$ cat config.mk
export PLATFORM = sky130hd
export DESIGN_NAME = pc_ir_datapath
export DESIGN_NICKNAME = d
export VERILOG_FILES = /design/src/rtl/pc_ir_datapath_pkg.sv /design/src/rtl/pc_ir_datapath_en_reg.sv /design/src/rtl/pc_ir_datapath.sv
export SDC_FILE = /design/constraint.sdc
export NUM_CORES = 1
export LEC_CHECK = 0
export BUFFER_PORTS_ARGS = -buffer_cell sky130_fd_sc_hd__buf_4
export CORE_ASPECT_RATIO = 0.5
export CORE_MARGIN = 3
export CORE_UTILIZATION = 41
export DETAILED_ROUTE_END_ITERATION = 7
export PLACE_DENSITY = 0.87
export SETUP_SLACK_MARGIN = 0.3
export SLEW_MARGIN = 20
export SYNTH_ARGS = -nofsm -noshare
export SYNTH_HDL_FRONTEND = slang
export SYNTH_SLANG_ARGS = --single-unit
$ cat constraint.sdc
create_clock -name clk -period 1.32 [get_ports clk]
set_input_delay 0.132 -clock clk [delete_from_list [all_inputs] [get_ports clk]]
set_output_delay 0.132 -clock clk [all_outputs]
set_load 0.01 [all_outputs]
$ cat src/rtl/pc_ir_datapath_pkg.sv
// Shared MIPS encoding constants for the multicycle datapath slice:
// next-PC selects, opcodes, instruction field positions and immediate extension.
package mips_pkg;

  localparam logic [1:0] PCSRC_ALU    = 2'b00;
  localparam logic [1:0] PCSRC_ALUOUT = 2'b01;
  localparam logic [1:0] PCSRC_JUMP   = 2'b10;

  localparam logic [5:0] OP_RTYPE = 6'h00;
  localparam logic [5:0] OP_J     = 6'h02;
  localparam logic [5:0] OP_BEQ   = 6'h04;
  localparam logic [5:0] OP_BNE   = 6'h05;
  localparam logic [5:0] OP_ADDI  = 6'h08;
  localparam logic [5:0] OP_LW    = 6'h23;
  localparam logic [5:0] OP_SW    = 6'h2b;

  localparam int OP_MSB     = 31;
  localparam int OP_LSB     = 26;
  localparam int RS_MSB     = 25;
  localparam int RS_LSB     = 21;
  localparam int RT_MSB     = 20;
  localparam int RT_LSB     = 16;
  localparam int RD_MSB     = 15;
  localparam int RD_LSB     = 11;
  localparam int FUNCT_MSB  = 5;
  localparam int FUNCT_LSB  = 0;
  localparam int IMM_MSB    = 15;
  localparam int IMM_LSB    = 0;
  localparam int JADDR_MSB  = 25;
  localparam int JADDR_LSB  = 0;
  localparam int PCHI_MSB   = 31;
  localparam int PCHI_LSB   = 28;

  function automatic logic [31:0] sign_ext16(input logic [15:0] imm);
    return {{16{imm[15]}}, imm};
  endfunction

  function automatic logic [31:0] jump_target(input logic [31:0] pc_now,
                                              input logic [31:0] instr_now);
    return {pc_now[PCHI_MSB:PCHI_LSB], instr_now[JADDR_MSB:JADDR_LSB], 2'b00};
  endfunction

endpackage

$ cat src/rtl/pc_ir_datapath_en_reg.sv
// Parameterised register with synchronous active-high reset to a
// configurable value and a load enable; holds its value otherwise.
module en_reg #(
  parameter int              W       = 32,
  parameter logic [W-1:0]    RST_VAL = '0
) (
  input  logic         clk,
  input  logic         reset,
  input  logic         en,
  input  logic [W-1:0] d,
  output logic [W-1:0] q
);

  // state update: reset wins over enable
  always_ff @(posedge clk) begin
    if (reset) begin
      q <= RST_VAL;
    end else if (en) begin
      q <= d;
    end else begin
      q <= q;
    end
  end

endmodule

$ cat src/rtl/pc_ir_datapath.sv
// Multicycle MIPS PC/IR/MDR/ALUOut datapath slice driven by the main control FSM;
// produces the memory address, decoded instruction fields and sign-extended immediate.
module pc_ir_datapath
  import mips_pkg::*;
#(
  parameter int          DATA_W   = 32,
  parameter logic [31:0] RESET_PC = 32'h0000_0000
) (
  input  logic              clk,
  input  logic              reset,
  input  logic              pc_write,
  input  logic              branch,
  input  logic              nef,
  input  logic [1:0]        pc_src,
  input  logic              iord,
  input  logic              ir_write,
  input  logic [DATA_W-1:0] alu_result,
  input  logic              zero,
  input  logic [DATA_W-1:0] mem_rdata,
  output logic [DATA_W-1:0] mem_addr,
  output logic [DATA_W-1:0] pc,
  output logic [DATA_W-1:0] instr,
  output logic [5:0]        op,
  output logic [4:0]        rs,
  output logic [4:0]        rt,
  output logic [4:0]        rd,
  output logic [5:0]        funct,
  output logic [DATA_W-1:0] sign_imm,
  output logic [DATA_W-1:0] mdr,
  output logic [DATA_W-1:0] alu_out,
  output logic              pc_en
);

  logic              pc_en_s;
  logic [DATA_W-1:0] pc_next_s;
  logic [DATA_W-1:0] pc_r;
  logic [DATA_W-1:0] instr_r;
  logic [DATA_W-1:0] mdr_r;
  logic [DATA_W-1:0] alu_out_r;

  // branch taken when zero disagrees with the polarity bit (beq: zero, bne: !zero)
  always_comb begin
    pc_en_s = pc_write | (branch & (zero ^ nef));
  end

  // next-PC select; the reserved encoding recirculates the current PC
  always_comb begin
    pc_next_s = pc_r;
    case (pc_src)
      PCSRC_ALU:    pc_next_s = alu_result;
      PCSRC_ALUOUT: pc_next_s = alu_out_r;
      PCSRC_JUMP:   pc_next_s = jump_target(pc_r, instr_r);
      default:      pc_next_s = pc_r;
    endcase
  end

  // memory address select; fetch uses the pre-update PC, no forwarding
  always_comb begin
    if (iord) begin
      mem_addr = alu_out_r;
    end else begin
      mem_addr = pc_r;
    end
  end

  en_reg #(.W(DATA_W), .RST_VAL(RESET_PC)) u_pc (
    .clk   (clk),
    .reset (reset),
    .en    (pc_en_s),
    .d     (pc_next_s),
    .q     (pc_r)
  );

  en_reg #(.W(DATA_W), .RST_VAL(32'h0000_0000)) u_ir (
    .clk   (clk),
    .reset (reset),
    .en    (ir_write),
    .d     (mem_rdata),
    .q     (instr_r)
  );

  en_reg #(.W(DATA_W), .RST_VAL(32'h0000_0000)) u_mdr (
    .clk   (clk),
    .reset (reset),
    .en    (1'b1),
    .d     (mem_rdata),
    .q     (mdr_r)
  );

  en_reg #(.W(DATA_W), .RST_VAL(32'h0000_0000)) u_alu_out (
    .clk   (clk),
    .reset (reset),
    .en    (1'b1),
    .d     (alu_result),
    .q     (alu_out_r)
  );

  // decode outputs are slices of the registered IR, stable for the instruction
  always_comb begin
    pc       = pc_r;
    instr    = instr_r;
    mdr      = mdr_r;
    alu_out  = alu_out_r;
    pc_en    = pc_en_s;
    op       = instr_r[OP_MSB:OP_LSB];
    rs       = instr_r[RS_MSB:RS_LSB];
    rt       = instr_r[RT_MSB:RT_LSB];
    rd       = instr_r[RD_MSB:RD_LSB];
    funct    = instr_r[FUNCT_MSB:FUNCT_LSB];
    sign_imm = sign_ext16(instr_r[IMM_MSB:IMM_LSB]);
  end

endmodule
==> reports/results.txt <==
The run finished, with violations left. The final reports fail on setup timing. The H-tree generated during clock tree synthesis spans 4 levels.

The power density relative to cell area came out at 1100 nW/um^2. The cell count after synthesis was 564. For the static leakage, the log shows 5.42 nW.

Number of optimization iterations in the first detailed-route pass: 5. Using the TritonRoute via totals, the vias-per-cell ratio works out to 5.64. Initial detailed-routing violation count: 622. In this run the most critical hold path is launched from reset. TritonCTS built the clock tree. STA classifies the critical path startpoint as a flip-flop. Counting flops and latches in the post-synthesis netlist gives 128. Once layout is done, the placed cells without fillers occupy 11,700 um^2. The Yosys step of the flow raised 0 warnings. The final max-slew violation count was 0; the data arrival time at the worst-slack endpoint was 1210 ps.

The number of filler cells placed in the layout is 483. The count of buffers added on input and output ports is 293. Once detail routing completed, the nets flagged for antenna violations numbered 0.

After detailed routing, the average wire length per cell comes to 26.1 um. The die span in y works out to 89.2 um. The minimum setup slack among reg-to-reg paths came out at 20 ps.

The switching fraction of total power came out at 0.309. For this run, the leading register cell type out of synthesis is sky130_fd_sc_hd__dfxtp_1. The endpoint type of the worst setup path is a primary output. For this design the top-level I/O count stands at 294. The repair_antennas step left the layout with diodes totalling 0.

The logs give 0.433 for the effective utilization at floorplan and 7830 um^2 for the cell area reported after detailed placement. Placeable core region: 13,100 um^2. The initial antenna violation count was 0; the synthesis-to-finish area growth was 105%. The cell accounting for the most synthesized area is sky130_fd_sc_hd__dfxtp_1.

Across the whole layout, storage elements account for 2770 um^2. The routed design has 31.0 mm of wire. Static timing analysis puts the maximum clock frequency at 748 MHz. Final hold analysis gives a worst-case slack of 66.1 ps. Summed over all layers, the global routing overflow is 0. The largest driver fanout on the critical path works out to 3.

OpenSTA, run right after detailed placement, puts the worst setup slack at -209 ps. The maximum count of clock buffers along a single path is 2, and the share of the synthesized area in the top cell type is 0.452. The tools report the hold violation total from the final report as 0. In this run the worst hold path is classified as in -> reg. The tools report the share of total power in the clock network as 0.376.

Measured in cells, the most critical reg-to-reg path has a length of 5. The minimum setup slack in the final design was -17.1 ps; the net switching power figure was 3.96 mW. The final RePlAce weighted congestion is 0.807, and the proportion of register bits with asynchronous set or reset after synthesis is 0.

The number of library cell types mapped by synthesis was 24; the number of setup violations in the final report was 3. The die covers 15,400 um^2. Entering global routing, the biggest net connects 52 pins. The root buffer cell chosen for the clock tree is sky130_fd_sc_hd__clkbuf_16. From left edge to right edge, the die measures 172 um.

The clock transition time at the flip-flop clock pins of the worst setup and hold paths was 70 ps; the count of vias placed by the detailed router was 6,687. The clock net in this run drives a total of 128 sinks. Category of the most critical setup path: reg -> out. Adding up every negative setup slack in the final design gives -21.6 ps. The fraction of power consumed by sequential logic is 0.344.

The share of the cycle needed by the critical path after routing was 1.01; the total DRC errors in the routed layout was 0. In this run the worst setup path terminates at mem_addr[20]. Global-route wire length before repair: 36.9 mm. IR analysis of the VDD net gives a maximum drop of 893 uV. Counting every net in the synthesized netlist gives 642. For the number of global-route vias before repair, the log shows 6,413.

The shortest clock period the worst path allows after layout was 1340 ps; the detailed-placement wirelength estimate was 12.4 mm. The clock reaches the later pin of the worst-skew pair after 430 ps. Summing every instance area after synthesis gives 5670 um^2. The internal portion of the total power is 8.86 mW. Summing all multi-input logic gate instances after layout gives 2760 um^2. The critical path starts at u_alu_out.q[20]$_SDFF_PP0_.

After the last flow step, the layout net total stands at 1,064. The logs give 11.2 ps for the clock skew after layout and 0.798 for the max-slew headroom at the worst pin. The initialized floorplan defines 29 standard-cell rows. The combinational share of power is 0.280, and the sequential cell area fraction in the yosys report is 0.452. Total routing resource utilization after global routing: 0.317.

The run gives 0.890 as the core utilization of the finished layout. Setup repair after global routing could not meet its margin everywhere. The startpoint of the most critical register-to-register path was u_alu_out.q[19]$_SDFF_PP0_.

The worst register-to-register path ends at u_pc.q[19]$_SDFFE_PP0P_. Leaving out filler cells and counting taps, the final layout contains 1,185. The transition time at the pin with the least slew margin is 295 ps, and the placed cell count is 967. Max-cap violations in this run came to 0.

The data required time at the worst endpoint is 1190 ps. The clock buffer count from CTS was 17; the number of enable-type register cells in the synthesized netlist was 0. The total power draw is 12.8 mW, and the fraction of final layout cells sized beyond drive strength 1 is 0.647. Ranked by total cell area, the synthesized netlist is headed by sky130_fd_sc_hd__dfxtp_1 (45%), sky130_fd_sc_hd__mux2i_1 (10%), sky130_fd_sc_hd__buf_4 (7.9%). The mean instance size in the synthesized netlist works out to 10.1 um^2.
[cell usage in the layout (no fill, tap or decap), types with 29 or more instances in the layout]
master / n
sky130_fd_sc_hd__dfxtp_2: 78
sky130_fd_sc_hd__dfxtp_4: 29
sky130_fd_sc_hd__buf_4: 130
sky130_fd_sc_hd__buf_6: 293
sky130_fd_sc_hd__nor2b_1: 70
sky130_fd_sc_hd__dlygate4sd3_1: 64
sky130_fd_sc_hd__mux2i_1: 57
sky130_fd_sc_hd__nand2b_1: 30
sky130_fd_sc_hd__mux2_4: 35
sky130_fd_sc_hd__nor2_1: 58
[power groups by stage]
| stage | logic (mW) | clock network [mW] | registers [mW] |
|---|---|---|---|
| 5_1_grt | 3.68 | 5.02 | 4.41 |
| 6_report | 3.59 | 4.83 | 4.40 |
| 4_1_cts | 2.89 | 4.64 | 4.35 |
| 3_3_place_gp | 2.00 | 0 | 4.40 |
| 2_1_floorplan | 1.01 | 0 | 4.47 |
| 3_5_place_dp | 2.06 | 0 | 4.41 |
[layer usage]
layer | part of all wire | GRT usage
met2 | 0.49 | 0.586
met1 | 0.35 | 0.338
met4 | 0.069 | 0.168
met3 | 0.095 | 0.0852
met5 | 0 | 0
[how the worst min path moves through the flow]
| stage | endpoint | slack, ps | depth (start not counted) |
|---|---|---|---|
| 2_1_floorplan | u_alu_out.q[0]$_SDFF_PP0_ | 260 | 1 |
| 5_1_grt | u_ir.q[19]$_SDFFE_PP0P_ | 50 | 2 |
| 6_report | u_ir.q[19]$_SDFFE_PP0P_ | 70 | 2 |
| 3_5_place_dp | u_mdr.q[19]$_SDFF_PP0_ | 360 | 2 |
| 3_3_place_gp | u_mdr.q[28]$_SDFF_PP0_ | 350 | 2 |
| 4_1_cts | u_ir.q[19]$_SDFFE_PP0P_ | 50 | 2 |
[critical path: stages, from the launching register on]
cell,delay (ps)
sky130_fd_sc_hd__dfxtp_2,350
sky130_fd_sc_hd__mux2_2,300
sky130_fd_sc_hd__buf_6,130
[synthesized netlist by cell type, drive strengths merged (4+ instances only)]
library cell and instances:
dfxtp 128, buf 86, nor2b 71, mux2i 58, nor2 58, mux2 38, nand2b 32, a211o 26
a22oi 26, clkbuf 16, a21oi 6, nand3 6, ha 4, inv 4
[registers in the layout (all words and copies together) (netlist names)]
name and flops:
u_alu_out.q 32, u_ir.q 32, u_pc.q 32, u_mdr.q 32
[cell type report]
class / instances / share of cell area
flip-flops and latches: 128 / 0.238
repair buffers: 505 / 0.453
clock inverters: 15 / 0.0129
multi-input cells: 330 / 0.237
clock buffers: 17 / 0.0365
well taps: 186 / 0.0200
inverters: 4 / 0.00344
[kinds of logic after synthesis]
logic type	Yosys count	synth area share
AND/OR/NAND/NOR	167	0.157
flip-flops	128	0.452
buffers and inverters	106	0.118
AO/OA/AOI/OAI	62	0.0852
XOR/XNOR	1	0.00154
multiplexers	96	0.178
adder cells (fa/ha/maj)	4	0.00882
[repair_timing]
item	in CTS	in global routing
endpoints found under the setup margin	214	229
pin swaps	8	25
gates resized for setup	365	135
hold endpoints to repair	96	0
buffers inserted	70	48
hold buffers	64	0
cloned	2	2
Note: power is estimated with default switching activity, not from simulation.
